<file path="src/rtl/addseq_pkg.sv">
// addseq_pkg: shared FSM states, default sizes and index-width helper for multiword_add_seq.
package addseq_pkg;
  typedef enum logic [1:0] {IDLE, RUN, DONE} state_t;
  localparam int W_DEF = 64;
  localparam int WORDS_DEF = 4;
  function automatic int idx_w(input int n);
    return (n > 1) ? $clog2(n) : 1;
  endfunction
endpackage

</file>
<file path="src/rtl/word_csel_adder.sv">
// word_csel_adder: W-bit carry-select adder slice, both carry cases precomputed and selected by cin.
module word_csel_adder #(
  parameter int W = 64
) (
  input  logic [W-1:0] a,
  input  logic [W-1:0] b,
  input  logic         cin,
  output logic [W-1:0] s,
  output logic         cout
);
  logic [W:0] r0, r1;
  assign r0 = {1'b0, a} + {1'b0, b};
  assign r1 = {1'b0, a} + {1'b0, b} + (W+1)'(1);
  assign {cout, s} = cin ? r1 : r0;
endmodule

</file>
<file path="src/rtl/multiword_add_seq.sv">
// multiword_add_seq: word-serial W*WORDS-bit adder sharing one carry-select slice over WORDS cycles.
// Optional MULTIWORD_ADD_SEQ_SUB_EN adds port sub for A-B.
module multiword_add_seq
  import addseq_pkg::*;
#(
  parameter int W = W_DEF,
  parameter int WORDS = WORDS_DEF
) (
  input  logic               clk,
  input  logic               rst_n,
  input  logic               in_valid,
  output logic               in_ready,
  input  logic [W*WORDS-1:0] A,
  input  logic [W*WORDS-1:0] B,
  input  logic               Cin,
`ifdef MULTIWORD_ADD_SEQ_SUB_EN
  input  logic               sub,
`endif
  output logic               out_valid,
  input  logic               out_ready,
  output logic [W*WORDS-1:0] S,
  output logic               Cout,
  output logic               busy
);
  localparam int IW = idx_w(WORDS);
  localparam int N = W * WORDS;
  state_t state, next;
  logic [IW-1:0] idx;
  logic carry, cout_r, slice_c, last, sb;
  logic [N-1:0] a_r, b_r, s_r;
  logic [W-1:0] slice_s;
`ifdef MULTIWORD_ADD_SEQ_SUB_EN
  assign sb = sub;
`else
  assign sb = 1'b0;
`endif
  assign last = idx == IW'(WORDS - 1);
  word_csel_adder #(.W(W)) u_slice (
    .a(a_r[idx*W +: W]),
    .b(b_r[idx*W +: W]),
    .cin(carry),
    .s(slice_s),
    .cout(slice_c)
  );
  always_comb begin
    next = state;
    unique case (state)
      IDLE: next = in_valid ? RUN : IDLE;
      RUN: next = last ? DONE : RUN;
      DONE: next = out_ready ? IDLE : DONE;
      default: next = IDLE;
    endcase
  end
  always_ff @(posedge clk or negedge rst_n) begin
    if (!rst_n) begin
      state <= IDLE;
      idx <= '0;
      carry <= 1'b0;
      cout_r <= 1'b0;
      s_r <= '0;
      a_r <= '0;
      b_r <= '0;
    end else begin
      state <= next;
      if (state == IDLE && in_valid) begin
        a_r <= A;
        b_r <= sb ? ~B : B;
        carry <= sb | Cin;
        idx <= '0;
      end else if (state == RUN) begin
        s_r[idx*W +: W] <= slice_s;
        carry <= slice_c;
        idx <= last ? '0 : idx + IW'(1);
        if (last) cout_r <= slice_c;
      end
    end
  end
  assign in_ready = state == IDLE;
  assign out_valid = state == DONE;
  assign busy = state != IDLE;
  assign S = s_r;
  assign Cout = cout_r;
endmodule
</file>
<file path="config.mk">
export PLATFORM = sky130hd
export DESIGN_NAME = multiword_add_seq
export DESIGN_NICKNAME = d
export VERILOG_FILES = /design/src/rtl/addseq_pkg.sv /design/src/rtl/word_csel_adder.sv /design/src/rtl/multiword_add_seq.sv
export SDC_FILE = /design/constraint.sdc
export NUM_CORES = 2
export LEC_CHECK = 0
export BUFFER_PORTS_ARGS = -buffer_cell sky130_fd_sc_hd__buf_2
export CAP_MARGIN = 20
export CELL_PAD_IN_SITES_DETAIL_PLACEMENT = 1
export CELL_PAD_IN_SITES_GLOBAL_PLACEMENT = 1
export CORE_ASPECT_RATIO = 0.7
export CORE_MARGIN = 1
export CORE_UTILIZATION = 44
export DETAILED_ROUTE_END_ITERATION = 10
export GPL_TIMING_DRIVEN = 0
export HOLD_SLACK_MARGIN = 0.12
export PLACE_DENSITY_LB_ADDON = 0.1
export RECOVER_POWER = 50
export SKIP_CTS_REPAIR_TIMING = 1
export SLEW_MARGIN = 20
export SYNTH_ARGS = -nofsm -noshare
export SYNTH_HDL_FRONTEND = slang
export SYNTH_SLANG_ARGS = --single-unit
</file>
<file path="constraint.sdc">
create_clock -name clk -period 7.53 [get_ports clk]
set_input_delay 0 -clock clk [delete_from_list [all_inputs] [get_ports clk]]
set_output_delay 0 -clock clk [all_outputs]
set_load 0.05 [all_outputs]
</file>
# Word-level counts from Yosys, hierarchy flattened
# Index checks and enable logic that the tools add are counted.
# word_totals
out_inout_bits	260
register_bits	774
elab_cells	36
in_bits	517
# classes
n_reduce_logical	6
bitwise	1
n_addsub	4
shifts	4
n_eq_ne	3
mux	11
# op_table
cell	count
256-bit by 9-bit indexed part select with 64-bit output	2
256-bit bitwise mux	1
64-bit by 34-bit variable shift with 256-bit output (first input constant)	1
64-bit by 34-bit indexed part select with 256-bit output	1
64-bit by 64-bit adder with 65-bit output	1
65-bit by 1-bit adder with 65-bit output (second input constant)	1
65-bit 2-to-1 mux	1
8-bit negator with 34-bit output	1
2-bit 2-to-1 mux	5
2-bit case mux with 3 select lines	1
2-bit equality test (second input constant)	2
2-bit nonzero test	2
1-bit 2-to-1 mux	3
3-bit AND reduction	1
2-bit by 1-bit adder with 2-bit output (second input constant)	1
2-bit by 1-bit equality test with 1-bit output (second input constant)	1
2-bit zero test	1
2-bit AND reduction	1
1-bit logical AND	1
1-bit NOT	1

# Depth between registers and ports, before layout
# depth
ltp_word	6
ltp_mapped	19
mapped_depth_nobuf	15

# Modules after synthesis
# From an unflattened synthesis, not the netlist that was laid out.
# hier_totals
hier_cells	3179
area_unflattened_um2	40111.0
# by_module_without_submodules
mod	cells_per_inst	instances	area_per_inst_um2	seq_area_each_um2
multiword_add_seq	2256	1	34154.0	19368.6
word_csel_adder	923	1	5957.0	0.0

# Worst setup path after synthesis
# OpenSTA, ideal clock, no wires.
# synth_timing
path_kind	flip-flop to flip-flop
start	register idx[0]
end	register carry
setup_time_ns	0.111
stages_incl_launch_ff	19
period_less_slack_ns	5.990
required_time_ns	7.419
arrival_ns	5.879
slack_ns	1.540
cell_sequence	dfrtp_1 clkbuf_1 clkbuf_1 buf_1 mux4_2 ha_1 fa_1 a211oi_2 o21ai_1 a21oi_1 nor3_1 o311a_1 o21ai_1 or4b_4 nor4_4 nand3_2 or4_4 xnor2_2 a222oi_1
# synth_between
elab_chain_len	6
# synth_lines
element	line	rtl
from (decl)	multiword_add_seq.sv:28	logic [IW-1:0] idx;
from (signal assigned)	multiword_add_seq.sv:73	idx <= last ? '0 : idx + IW'(1);
256-bit by 9-bit indexed part select with 64-bit output (on tied branches)	multiword_add_seq.sv:39, multiword_add_seq.sv:40	
64-bit by 64-bit adder with 65-bit output (*)	word_csel_adder.sv:12, word_csel_adder.sv:13	
65-bit by 1-bit adder with 65-bit output	word_csel_adder.sv:13	assign r1 = {1'b0, a} + {1'b0, b} + (W+1)'(1);
65-bit 2-to-1 mux (*)	word_csel_adder.sv:14	assign {cout, s} = cin ? r1 : r0;
1-bit 2-to-1 mux (*)	multiword_add_seq.sv:70	end else if (state == RUN) begin
1-bit 2-to-1 mux (*)	multiword_add_seq.sv:65	if (state == IDLE && in_valid) begin
to (signal assigned)	multiword_add_seq.sv:68	carry <= sb | Cin;
to (signal assigned)	multiword_add_seq.sv:72	carry <= slice_c;
to (decl)	multiword_add_seq.sv:29	logic carry, cout_r, slice_c, last, sb;
# Mark *: on every way between the ends. The rest lies on a longest branch, timed or not. The select of a mux whose other input is x is not followed.
# A chain may end at the register's enable or synchronous reset.

# Worst setup path in the final report
# layout_timing
start	register idx[1]
end	register carry
# Same word-level chain as after synthesis.

==> summary.txt <==
Drt
  – Vias: 36000
  – # DRC: 0
  – Routed wire length: 199000 um
  – Routed Antenna Nets: 0
  – Via density: 6.27
  – Drt first pass iters: 6
  – Initial DRC count: 3665
  – Average wire per standard cell: 34.6 um

Timing
  – Final hold slack: 0.0978 ns
  – Pins over their slew limit: 324
  – Max_slew headroom: -283%
  – Slew @ Worst Pin: 5.74 ns
  – Final setup fails: 0
  – Final Hold Fails: 0
  – Clock skew: 0.0499 ns
  – FMAX: 133 MHz
  – Post-route minimum period: 7.49 ns
  – Period utilisation layout: 99.5%

CTS
  – CTS Sinks: 774
  – CTS tree: yes
  – Reg clk slew, reported paths: 0.08 ns
  – Inserted Clock Buffers: 79
  – CTS root buffer: clkbuf_16
  – H-tree depth: 3
  – Clock Tree Buf Depth: 3
  – Clock insertion delay at the later pin of the skew report: 0.68 ns

Outcome
  – Failing checks: capacitance limit, slew limit
  – Status: complete, but fails checks

Synthesis
  – Ys flop type: dfrtp_1
  – Synth Area in Compound Gates: 9.21%
  – Xor and xnor area share after synthesis: 2.37%
  – Share of the synthesized area in the top cell type: 52.0%
  – Simple-gate share of the synthesized area: 8.38%
  – Post-Synth Adder-Cell Area: 2.44%
  – Sequential area share after synthesis: 52.0%
  – Post-synthesis register bit count: 774
  – Syn_area_per_cell: 12.4 um2
  – Largest family of logic cells by synthesized area: multiplexers
  – FFs w/ async S/R, synth: 100%
  – Dominant cells by area after synthesis: dfrtp_1 (52%), mux2_2 (16%), mux4_2 (7.7%)
  – Mux cell area share after synthesis: 23.4%
  – Post-synth EDFFs: 0
  – Post-synthesis cell type count: 87
  – Synth Instances: 3013
  – Synth Cell Area: 37200 um2
  – Synth warn: 0
  – Area leader, netlist: dfrtp_1
  – Post-Syn Nets: 3602

Global routing
  – First-pass GRT wire length: 206000 um
  – Vias in the first global route: 30700
  – Gr ovfl total: 0
  – GRT Total Usage: 32.6%
  – Initial antenna violation count: 60
  – Largest net degree at the start of global routing: 94

Floorplanning
  – Full die area: 85800 um2
  – Starting Density: 44.8%
  – Die Span X: 350 um
  – Die Y: 245 um
  – Core area: 83100 um2
  – Num ports: 777
  – FP Rows: 88

Layout
  – Register area: 19400 um2
  – Synth-to-layout area growth: 37.5%
  – # fillers: 8733
  – Fin cells: 5740
  – Area occupied by multi-input gates: 17100 um2
  – Share of layout cells above drive strength 1: 30.3%
  – Final #Nets: 5058

Critical path
  – WP data required: 8.08 ns
  – Crit path arrival time: 8.04 ns
  – CP Max Fanout: 10
  – CP Launch Type: flip-flop
  – Critical path class: reg -> reg
  – CP endpoint kind: flip-flop

Placement
  – Placed Cells: 4923
  – DP HPWL: 110000 um
  – Placer Congestion: 0.903
  – IO buf count: 776

Job
  – MaxCap Viol Count: 4

Min path
  – Hold Crit Class: in -> reg
[flip-flops by register name (all words and copies together), names as in the netlist]
| register | count |
|---|---|
| carry | 1 |
| b_r | 256 |
| idx | 2 |
| Cout | 1 |
| S | 256 |
| a_r | 256 |
| state | 2 |
[cells in the mapped netlist (all sizes together) (9+ instances only)]
library cell / n
dfrtp: 774
mux2: 513
nand2: 333
o21ai: 287
clkbuf: 147
mux4: 128
a21oi: 96
nor2: 93
ha: 71
xnor2: 53
xor2: 47
a22o: 46
buf: 38
nand4: 37
nor3: 33
nand3: 30
a21o: 22
and2: 20
inv: 19
and3: 18
a211oi: 16
nor2b: 13
nor4: 13
o21a: 12
or2: 12
or3: 12
o211ai: 11
and4: 10
nand2b: 9
[final timing paths]
path / startpoint / to / slack (ns) / cells past startpoint
min in group asynchronous: rst_n / S[11]$_DFFE_PN0P_ / 2.22 / 4
setup / recovery: idx[1]$_DFFE_PN0P_ / carry$_DFFE_PN0P_ / 0.04 / 16
setup reg to reg: idx[1]$_DFFE_PN0P_ / carry$_DFFE_PN0P_ / 0.04 / 16
hold reg to reg: S[21]$_DFFE_PN0P_ / S[21]$_DFFE_PN0P_ / 0.48 / 2
max in group asynchronous: rst_n / b_r[113]$_DFFE_PN0P_ / 0.75 / 7
hold / removal: B[10] / b_r[10]$_DFFE_PN0P_ / 0.1 / 3
[worst max-delay path, stage by stage, from the launching register on]
cell and delay, ns:
dfrtp_1 0.76, clkbuf_2 0.53, clkbuf_1 0.80, mux4_2 0.57, ha_1 0.57, nand2_1 0.12
o21ai_0 0.61, mux2i_1 0.33, o21ai_0 0.12, nor2b_1 0.47, and4_1 0.37, nand2_1 0.15
nor3_2 0.50, nand3_2 0.27, or4_4 0.58, xnor2_2 0.21, a222oi_1 0.36
[layout by cell type (no fill, tap or decap), types with 18 or more instances in the layout]
cell	Yosys	routed
clkbuf_16	0	79
a22o_1	46	46
xor2_1	47	45
inv_1	19	19
a21oi_1	94	93
and3_1	18	18
dfrtp_1	774	774
ha_1	71	71
nand4_1	37	37
mux2_2	513	513
nor2_1	92	92
nand2_1	333	333
nand3_1	29	29
dlygate4sd3_1	0	589
a21o_1	22	22
o21ai_0	256	256
xnor2_1	52	51
diode_2	0	87
and2_1	19	19
nor3_1	30	29
mux4_2	128	128
buf_2	19	535
o21ai_1	31	31
clkbuf_1	144	415
[metal layers]
metal  track usage [%]  share of wire (%)  vias to the layer above
met5                 0               0.19                        -
met4              10.4                9.0                       44
met3              6.41                 11                     1118
met2              51.2                 45                     2754
met1              45.7                 35                    18000
li1                  -                  -                    14000
[stage by stage]
stage | utilization, % | area [um2] | setup TNS, ns | setup WS (ns)
floorplan | - | 37200 | 0 | 1.54
global placement | 51.2 | 42500 | -8142.69 | -10.58
detailed placement | 51.5 | 42800 | -55.72 | -0.869
CTS | 54.7 | 45400 | -62.19 | -0.924
global route | 61.5 | 51100 | -10.71 | -0.237
finish | 61.6 | 51200 | 0 | 0.0387
[kinds of logic after synthesis]
logic type                 Yosys count
DFF                                774
xor gates and xnor gates           100
buffers and inverters              204
muxes                              648
adders and majority gates           72
and+or+nand+nor                    656
AOI/OAI and AO/OA                  559
[area by class of cell]
type                       count  share of cell area, %
inverter                      19                  0.139
antenna                       87                  0.425
buffer                       185                   1.45
clock buffer                 104                   4.30
sequential                   774                   37.8
clock inverter                36                  0.890
multi-input combinational   2035                   33.5
tap                         1125                   2.75
timing repair buffer        1375                   18.7
Power is left out: the tool's default activity adds up to more than one toggle a clock period on the data nets, which glitch-free logic cannot reach.
